### src/rtl/rom_readback.sv
// rom_readback: streams a contiguous ROM region out as a byte stream.
// Reads are issued only while the output buffer has room for every byte
// already requested. Because of that, a returning byte always has a slot,
// and the sink may apply backpressure at any time.
//
// Handshake: OUT_DATA moves when OUT_VALID and OUT_READY are both high on a
// rising edge. OUT_VALID does not depend on OUT_READY, and OUT_DATA holds
// its value while OUT_VALID is high and OUT_READY is low.
module rom_readback #(
    parameter logic [24:0] TOTAL_LEN  = 25'h24A40,
    parameter int          RD_LATENCY = 1,
    parameter int          FIFO_DEPTH = 4
) (
    input  logic        CLK,
    input  logic        RESET_n,
    input  logic        START,
    input  logic        ABORT,
    output logic [24:0] RD_ADDR,
    output logic        RD_EN,
    input  logic [7:0]  RD_DATA,
    output logic [7:0]  OUT_DATA,
    output logic        OUT_VALID,
    input  logic        OUT_READY,
    output logic        BUSY,
    output logic        DONE,
    output logic [15:0] CHECKSUM
);
    localparam int PTR_W = (FIFO_DEPTH > 1) ? $clog2(FIFO_DEPTH) : 1;
    localparam int CNT_W = $clog2(FIFO_DEPTH + 1);

    typedef enum logic [1:0] {IDLE, RUN, DRAIN, FIN} state_t;

    state_t                state_q, state_d;
    logic [24:0]           addr_q, addr_d;
    logic [15:0]           chk_q, chk_d;
    logic [RD_LATENCY-1:0] pipe_q, pipe_d;
    logic [7:0]            mem_q [FIFO_DEPTH];
    logic [7:0]            mem_d [FIFO_DEPTH];
    logic [PTR_W-1:0]      wr_q, wr_d, rd_q, rd_d;
    logic [CNT_W-1:0]      cnt_q, cnt_d;
    logic                  rd_en, push, pop, out_valid;
    int                    in_flight;

    function automatic logic [PTR_W-1:0] ptr_inc(input logic [PTR_W-1:0] p);
        return (p == PTR_W'(FIFO_DEPTH - 1)) ? '0 : p + PTR_W'(1);
    endfunction

    // Read issue gating, buffer push/pop strobes.
    always_comb begin
        in_flight = 0;
        for (int i = 0; i < RD_LATENCY; i++) begin
            in_flight = in_flight + int'(pipe_q[i]);
        end
        rd_en     = (state_q == RUN) && (addr_q < TOTAL_LEN) &&
                    ((int'(cnt_q) + in_flight) < FIFO_DEPTH);
        push      = pipe_q[RD_LATENCY-1] && ((state_q == RUN) || (state_q == DRAIN));
        out_valid = (cnt_q != '0) && (state_q != IDLE);
        pop       = out_valid && OUT_READY;
    end

    // Next-state, address counter, read pipe, buffer and checksum updates.
    always_comb begin
        state_d = state_q;
        addr_d  = addr_q;
        chk_d   = chk_q;
        mem_d   = mem_q;
        wr_d    = wr_q;
        rd_d    = rd_q;
        cnt_d   = cnt_q;
        pipe_d  = pipe_q;

        // Each bit marks a read still travelling through the ROM.
        pipe_d[0] = rd_en;
        for (int i = 1; i < RD_LATENCY; i++) begin
            pipe_d[i] = pipe_q[i-1];
        end

        if (rd_en) begin
            addr_d = addr_q + 25'd1;
        end
        if (push) begin
            mem_d[wr_q] = RD_DATA;
            wr_d        = ptr_inc(wr_q);
        end
        if (pop) begin
            rd_d  = ptr_inc(rd_q);
            chk_d = chk_q + {8'd0, mem_q[rd_q]};
        end
        case ({push, pop})
            2'b10:   cnt_d = cnt_q + CNT_W'(1);
            2'b01:   cnt_d = cnt_q - CNT_W'(1);
            default: cnt_d = cnt_q;
        endcase

        case (state_q)
            IDLE: begin
                if (START && !ABORT) begin
                    state_d = RUN;
                    addr_d  = '0;
                    chk_d   = '0;
                    wr_d    = '0;
                    rd_d    = '0;
                    cnt_d   = '0;
                    pipe_d  = '0;
                end
            end
            RUN, DRAIN, FIN: begin
                if (ABORT) begin
                    // Flushing the pipe also drops any byte the ROM returns late.
                    state_d = IDLE;
                    wr_d    = '0;
                    rd_d    = '0;
                    cnt_d   = '0;
                    pipe_d  = '0;
                end else if (state_q == RUN) begin
                    if (rd_en && (addr_q == TOTAL_LEN - 25'd1)) begin
                        state_d = DRAIN;
                    end
                end else if (state_q == DRAIN) begin
                    if ((pipe_q == '0) && (cnt_q == '0)) begin
                        state_d = FIN;
                    end
                end else begin
                    state_d = IDLE;
                end
            end
            default: state_d = IDLE;
        endcase
    end

    // Control registers with synchronous active-low reset.
    always_ff @(posedge CLK) begin
        if (!RESET_n) begin
            state_q <= IDLE;
            addr_q  <= '0;
            chk_q   <= '0;
            pipe_q  <= '0;
            wr_q    <= '0;
            rd_q    <= '0;
            cnt_q   <= '0;
        end else begin
            state_q <= state_d;
            addr_q  <= addr_d;
            chk_q   <= chk_d;
            pipe_q  <= pipe_d;
            wr_q    <= wr_d;
            rd_q    <= rd_d;
            cnt_q   <= cnt_d;
        end
    end

    // Buffer storage; contents are only observed through OUT_DATA when valid.
    always_ff @(posedge CLK) begin
        mem_q <= mem_d;
    end

    assign RD_ADDR   = addr_q;
    assign RD_EN     = rd_en;
    assign OUT_VALID = out_valid;
    assign OUT_DATA  = out_valid ? mem_q[rd_q] : 8'd0;
    assign BUSY      = (state_q == RUN) || (state_q == DRAIN);
    assign DONE      = (state_q == FIN) && !ABORT;
    assign CHECKSUM  = chk_q;
endmodule
### config.mk
export PLATFORM = sky130hd
export DESIGN_NAME = rom_readback
export DESIGN_NICKNAME = d
export VERILOG_FILES = /design/src/rtl/rom_readback.sv
export SDC_FILE = /design/constraint.sdc
export NUM_CORES = 1
export LEC_CHECK = 0
export CORE_ASPECT_RATIO = 0.7
export CORE_MARGIN = 2
export CORE_UTILIZATION = 57
export DETAILED_ROUTE_END_ITERATION = 10
export HOLD_SLACK_MARGIN = 0.02
export PLACE_DENSITY = 0.83
export REMOVE_ABC_BUFFERS = 1
export SLEW_MARGIN = 0
export SYNTH_ARGS = -nofsm -noshare
export SYNTH_HDL_FRONTEND = slang
export SYNTH_SLANG_ARGS = --single-unit
### constraint.sdc
create_clock -name CLK -period 5 [get_ports CLK]
set_input_delay 1 -clock CLK [delete_from_list [all_inputs] [get_ports CLK]]
set_output_delay 1 -clock CLK [all_outputs]
set_load 0.01 [all_outputs]
Word level (Yosys, flattened, before mapping):

Cells that the tools add are included.

* add/subtract/negate cells: 7
* order comparisons: 5
* equality and inequality tests: 11
* multiplexer cells: 37
* bitwise gates (word level): 3
* reductions and logical operators: 18

Operators by type and width (number)
* $mux 25: 3
* $mux 16: 3
* $bwmux 32: 1
* $mux 8: 4
* $mux 2: 14
* $add 25x1->25 const B: 1
* $eq 25x18->1 const B: 1
* $lt 25x18->1 const B: 1
* $add 16x8->16: 1
* $bmux 8 s2: 1
* $demux 8 s2: 1
* $pmux 2 s2: 3
* $pmux 3 s2: 2
* $eq 2x2->1 const B: 5
* $logic_and 1x1->1: 10
* $ge 3x3->1 const B: 2
* $mux 3: 2
* $not 2->3: 2
* $ne 5x5->1 const B: 1
* $add 2x1->2 const B: 2
* $add 3x1->4: 1
* $eq 2x1->1 const B: 2
* $lt 4x3->1 const B: 1
* $ne 4x4->1 const B: 1
* 15 further kinds: 16

* bits in registers: 83
* input port bits: 13
* word-level logic and storage cells: 92

Depth between registers and ports, before layout:

Gate-level depths: netlist (run 1).

* depth after elaboration: 8
* gate-level depth with buffers: 12
* gate-level depth less buffers: 11

Least setup slack after synthesis (run 1):

No wires, ideal clock.

* kind: reg-to-reg
* start: register rd_q[0]
* end: register chk_q[10] (netlist: CHECKSUM[10])
* setup time: 0.132 ns
* arrival time: 3.026 ns
* data required time: 4.868 ns
* path slack: 1.841 ns
* cell stages (with the launch flop): 10
* path buffers: 1
* clock period less this slack: 3.159 ns
* cell sequence: dfxtp_1 clkbuf_1 mux4_2 ha_1 fa_1 a21o_1 a221o_1 a41oi_1 or3_1 a21oi_1

* word-level cells in the longest chain between the ends: 8

Ends and longest elaborated chain
* from (decl): line 39 `logic [PTR_W-1:0] wr_q, wr_d, rd_q, rd_d;`
* from (signal assigned): line 147 `rd_q <= rd_d;`
* $not 2->3 (implied by the code) *: line 87 `chk_d = chk_q + {8'd0, mem_q[rd_q]};`
* $bmux 8 s2 *: line 87
* $mux 8 (implied by the code) * (2 in series): line 87
* $add 16x8->16 *: line 87
* $mux 16 *: line 85 `if (pop) begin`
* $mux 16: line 97 `if (START && !ABORT) begin`
* $mux 16 *: line 95 `case (state_q)`
* to (signal assigned): line 144 `chk_q <= chk_d;`
* to (decl): line 35 `logic [15:0] chk_q, chk_d;`

Mark *: on every way between the ends. The rest lies on a longest branch, timed or not. The select of a mux whose other input is x is not followed.
A chain may end at the register's enable or synchronous reset.

Worst setup path in the final report (run 1):

* start: register addr_q[7] (netlist: RD_ADDR[7])
* end: output port RD_EN

* word-level cells in the longest chain between the ends: 3

Ends and longest elaborated chain
* from (decl): line 34 `logic [24:0] addr_q, addr_d;`
* from (signal assigned): line 143 `addr_q <= addr_d;`
* $lt 25x18->1: line 54 `rd_en = (state_q == RUN) && (addr_q < TOTAL_LEN) &&`
* $logic_and 1x1->1 (2 in series): line 54
* to (decl): line 19 `output logic RD_EN,`

Every way passes these cells.

==> results of run 1 <==
==> metrics by stage <==
step,area (sq um),hold WS (ns)
final,4956,0.4858
after global routing,4956,0.5154
after CTS,4956,0.4818
after detailed placement,4751,0.4673
after floorplan,3956,0.4677
after global placement,4751,0.4639
==> synth_stat cells, types with 2 or more instances <==
cell type and number:
a2111o_1 3, a211oi_1 8, a21o_1 7, a21oi_1 32
a31o_2 6, a31oi_1 2, a41oi_1 2, and2_1 9
and3_1 19, buf_2 2, clkbuf_1 11, dfxtp_1 51
edfxtp_1 32, fa_1 2, ha_1 20, inv_1 12
mux2i_1 7, mux4_2 8, nand2_1 38, nand2b_1 3
nand3_1 10, nand4_1 6, nor2_1 27, nor2b_1 6
nor3_1 3, o21ai_0 13, o21ai_1 2, or3_1 8
or4_1 3, xnor2_1 10, xor2_1 2
==> critical path, delay by kind of cell, from the launching register on <==
| family | cells | cell delay [ns] |
|---|---|---|
| buffers and inverters | 1 | 0.62 |
| flip-flops | 1 | 0.39 |
| AO/OA/AOI/OAI | 2 | 0.84 |
| AND/OR/NAND/NOR | 1 | 0.25 |
==> final cells by class <==
cell class	instances	area [sq um]	share of cell area [%]
well taps	94	117.6	2.373
inverters	13	48.80	0.9846
flip-flops and latches	83	1982	39.99
repair buffers	68	673.1	13.58
clock buffers	9	123.9	2.499
multi-input cells	273	1929	38.93
clock inverters	7	81.33	1.641
==> routing by layer <==
| metal | track usage, % | up-vias | routed length (um) |
|---|---|---|---|
| met2 | 35.88 | 70 | 3856 |
| met4 | 6.757 | 0 | 75 |
| met3 | 5.434 | 9 | 400 |
| met1 | 32.15 | 1479 | 4186 |
| li1 | - | 1539 | - |
| met5 | 0 | - | 0 |
==> sequential cells by signal, summed over array words and instances, names as in the netlist <==
register and cells:
mem_q 32, RD_ADDR 25, CHECKSUM 16, cnt_q 3, rd_q 2, state_q 2
wr_q 2, pipe_q 1
==> power by group through the flow <==
stage | registers [W] | clock network, W | logic [W]
floorplan | 0.000735 | 0 | 0.0000837
global placement | 0.000736 | 0 | 0.000137
detailed placement | 0.000736 | 0 | 0.000140
CTS | 0.000721 | 0.000484 | 0.000141
global route | 0.000722 | 0.000511 | 0.000157
finish | 0.000721 | 0.000472 | 0.000141
==> kinds of logic after synthesis <==
| family | after synthesis |
|---|---|
| mux | 15 |
| simple gates | 141 |
| flops | 83 |
| fa+ha+maj | 22 |
| xor+xnor | 12 |
| buf+inv | 27 |
| compound gates | 83 |
==> cell usage in the layout (no fill, tap or decap), types with 12 or more instances in the layout <==
| cell type | instances |
|---|---|
| a21oi_1 | 32 |
| and3_1 | 19 |
| clkdlybuf4s50_1 | 65 |
| dfxtp_1 | 51 |
| edfxtp_1 | 32 |
| ha_1 | 20 |
| inv_1 | 12 |
| nand2_1 | 38 |
| nor2_1 | 27 |
| o21ai_0 | 13 |
==> final timing paths <==
check                 end  slack (ns)  cells after the start
max reg2reg  CHECKSUM[10]        1.66                      8
min           CHECKSUM[3]        0.49                      2
max                 RD_EN        1.55                      4
min reg2reg   CHECKSUM[3]        0.49                      2
==> qor.yml, run 1 <==
cts_root_buffer: "clkbuf_8"
fmax_ghz: 0.2903
p_int_w: 0.0009666
maxSlewViolCount: 0
clock_latency_ns: 0.36
slowest_stage: "clkdlybuf4s50_1"
num_antenna_cells: 0
synth_fa_ha_area_share_pct: 7.236
synth_top_family_by_area: "simple AND/OR/NAND/NOR gates"
clk_pin_slew_ns: 0.09
sw_frac_of_total_pct: 27.55
h-tree-depth: 3
ioPinCount: 66
clock_power_share_pct: 35.4
cp-start-kind: "flip-flop"
firstDrtPassIters: 5
antenna_found_initial: 0
netlist.area_leader.share_pct: 25.45
endpoint_kind: "output pin"
total_power_w: 0.001334
ctsHoldBuffers: 0
num_rows: 25
power_density_nw_per_um2: 269.2
crit_start: "RD_ADDR[7]"
grt_first_pass_wirelength_um: 14050
syn_avg_cell_area_sq_um: 10.47
route.detailed.drc: 0
post_cts_resized: 0
seq_area_frac_synth_pct: 49.41
min_from: "CHECKSUM[3]"
power_switching_w: 0.0003675
dpl.hpwl_um: 6128
place.gp.congestion: 0.8590
hold_violations: 0
drt-initial-drc-count: 197
cts_buffers: 9
worst_ep_required_time_ns: 4.00
tightestPinTransition_ns: 0.7324
setup_viol: 0
crit_arrival_ns: 2.45
num-nets-final: 483
die_w_um: 104.3
track_usage_pct: 22.85
dp_cells: 531
die-area_sq_um: 7735
synth_cell_types: 50
layout-drive-gt1-share_pct: 8.168
sequentialPowerShare_pct: 54.0
synth_top_cells_by_area: "dfxtp_1 (25%), edfxtp_1 (24%), ha_1 (6.2%)"
ys.flop_type: "dfxtp_1"
post_cts_buffers: 0
fill_cells: 486
grt_max_degree: 20
min_path_type: "reg -> reg"
viasPerCell: 5.662
vias: 3097
synthXorXnorAreaFrac_pct: 2.620
slew_headroom_pct: 51.17
yosysWarnings: 0
p_leak_nw: 1.774
cts.sinks: 83
drtAntennaViolNets: 0
critical_path_peak_fanout: 7
synth_compound_area_share_pct: 13.32
vdd_ir_drop_max_mv: 0.2228
comb_power_share_pct: 10.6
worstSetupPathType: "reg -> out"
path_cells: "nor3_2, o2111ai_1, a21oi_1, clkdlybuf4s50_1"
wire_per_inst_um: 15.57
coreArea_sq_um: 6788
routed_wl_um: 8518
setup_slack_ns: 1.555
io_buffers: 65
grt_overflow: 0
min_period_ns: 3.445
async_flop_share_pct: 0
tritoncts: "built"
syn-cell-area_sq_um: 4011
max_cap_viol_count: 0
status: "finished clean"
place_ws_ns: 1.505
rsz0062_at_grt: "no"
die_h_um: 74.19
r2r-start: "rd_q[0]"
cts_buffer_depth: 2
synth-simple-area-share_pct: 18.59
start_util_pct: 59.10
fin_cells: 547
syn_inst: 383
skew_ns: 0.01031
synth_mux_area_share_pct: 6.238
ys_ff_latch: 83
final_util_pct: 73.01
setup_tns_ns: 0
syn_to_final_growth_pct: 23.55
synth_top_cell_by_area: "dfxtp_1"
synth_edf_count: 32
grt_pass1_vias: 2868
slowest_delay_ns: 0.62
fin_crit_sh_pct: 68.91
No activity file was read; power rests on OpenSTA's default activity.
==> run 2: changes to the inputs <==
--- a/config.mk
+++ b/config.mk
@@ -7,10 +7,10 @@
 export LEC_CHECK = 0
 export CORE_ASPECT_RATIO = 0.7
 export CORE_MARGIN = 2
-export CORE_UTILIZATION = 57
+export CORE_UTILIZATION = 53
 export DETAILED_ROUTE_END_ITERATION = 10
 export HOLD_SLACK_MARGIN = 0.02
-export PLACE_DENSITY = 0.83
+export PLACE_DENSITY = 0.77
 export REMOVE_ABC_BUFFERS = 1
 export SLEW_MARGIN = 0
 export SYNTH_ARGS = -nofsm -noshare
==> constraint.sdc (replaced) <==
create_clock -name CLK -period 3.38 [get_ports CLK]
set_input_delay 0.676 -clock CLK [delete_from_list [all_inputs] [get_ports CLK]]
set_output_delay 0.676 -clock CLK [all_outputs]
set_load 0.01 [all_outputs]
==> qor.yml, run 2 (same netlist as run 1, synthesis figures left out) <==
wire_per_inst_um: 16.87
dpl.hpwl_um: 6779
firstDrtPassIters: 4
min_period_ns: 3.102
critical_path_peak_fanout: 7
tritoncts: "built"
place.gp.congestion: 0.8804
routed_wl_um: 9363
grt_overflow: 0
crit_start: "state_q[1]"
h-tree-depth: 3
power_switching_w: 0.0005593
layout-drive-gt1-share_pct: 8.972
r2r-start: "rd_q[0]"
p_int_w: 0.001432
fin_cells: 555
endpoint_kind: "output pin"
skew_ns: 0.01050
ioPinCount: 66
vias: 3205
cts_buffer_depth: 2
fin_hold_ws_ns: 0.4853
ctsHoldBuffers: 0
clock_power_share_pct: 35.7
max_flop_register: "mem_q"
r2r_end: "CHECKSUM[12]"
worstSetupPathType: "reg -> out"
fmax_ghz: 0.3224
tightestPinTransition_ns: 0.6108
setup_tns_ns: 0
sequentialPowerShare_pct: 53.6
rsz0062_at_grt: "no"
hold_end: "CHECKSUM[0]"
max_cap_viol_count: 0
layout_commonest_cell: "clkdlybuf4s50_1"
slew_headroom_pct: 58.90
route.detailed.drc: 0
num-nets-final: 487
die_h_um: 76.79
worst_ep_required_time_ns: 2.70
fin_crit_sh_pct: 91.77
setup_viol: 0
grt_max_degree: 25
dp_cells: 539
whs_path_depth: 2
worstRegToRegCells: 8
num_rows: 26
io_buffers: 65
sw_frac_of_total_pct: 28.09
drt-initial-drc-count: 199
final_cell_mix: "clkdlybuf4s50_1 (65), dfxtp_1 (51), nand2_1 (38), a21oi_1 (32), edfxtp_1 (32)"
hold_violations: 0
die-area_sq_um: 8291
grt_pass1_vias: 3038
cts.sinks: 83
viasPerCell: 5.775
coreArea_sq_um: 7320
syn_to_final_growth_pct: 24.30
num_antenna_cells: 0
die_w_um: 108.0
power_density_nw_per_um2: 399.4
crit_arrival_ns: 2.43
start_util_pct: 54.80
post_cts_resized: 0
comb_power_share_pct: 10.7
p_leak_nw: 1.794
min_path_type: "reg -> reg"
antenna_found_initial: 0
cp-start-kind: "flip-flop"
reg2reg_setup_slack_ns: 0.39
cts_buffers: 9
grt_first_pass_wirelength_um: 15120
clock_latency_ns: 0.36
track_usage_pct: 23.47
clk_pin_slew_ns: 0.10
largest_reg_flops: 32
maxSlewViolCount: 0
status: "finished clean"
vdd_ir_drop_max_mv: 0.3070
min_from: "CHECKSUM[0]"
drtAntennaViolNets: 0
post_cts_buffers: 0
cts_root_buffer: "clkbuf_8"
-- run 2: cell types whose count changed in the layout (fill, tap and decap cells not counted), sizes merged --
cell / change
inv: +2
buf: +4
clkinv: -2
-- run 2: worst max-delay path by stage --
stage,end,slack [ns],depth (start not counted)
after floorplan,CHECKSUM[10],0.33,8
after global placement,CHECKSUM[14],0.55,8
after detailed placement,CHECKSUM[12],0.46,8
after CTS,RD_EN,0.28,6
after global routing,RD_EN,0.07,6
final,RD_EN,0.28,6
-- run 2: layout make-up --
cell class                 count  area, sq um
fill                         588         2333
tap                           98        122.6
sequential                    83         1982
clock inverter                 7        76.32
inverter                      13        48.80
multi-input combinational    273         1929
clock buffer                   9        123.9
timing repair buffer          72        703.2
-- run 2: critical path, stage by stage (launching register included) --
cell             delay, ns
dfxtp_1               0.36
inv_1                 0.11
ha_1                  0.19
nor2b_1               0.16
nand4_2               0.23
a21oi_1               0.40
clkdlybuf4s50_1       0.62
-- run 2: per-stage QoR --
step	util (%)	setup WS, ns	power (W)	area (sq um)
final	68.12	0.2783	0.001991	4986
after global routing	68.12	0.06556	0.002078	4986
after floorplan	-	0.3257	0.001212	3956
after global placement	65.38	0.5485	0.001295	4786
after detailed placement	65.38	0.4574	0.001300	4786
after CTS	68.12	0.2755	0.002001	4986
-- run 2: layer usage --
metal	wire length [um]	up-vias	global-route usage, %
li1	-	1555	-
met1	4650	1541	34.78
met2	4099	95	34.59
met3	486	14	5.102
met4	126	0	6.667
met5	0	-	0
-- run 2: power by group through the flow --
stage               clock network [W]  registers, W  logic, W
detailed placement                  0       0.00109  0.000210
global route                 0.000774       0.00107  0.000236
floorplan                           0       0.00109  0.000124
global placement                    0       0.00109  0.000207
CTS                          0.000721       0.00107  0.000213
finish                       0.000711       0.00107  0.000214
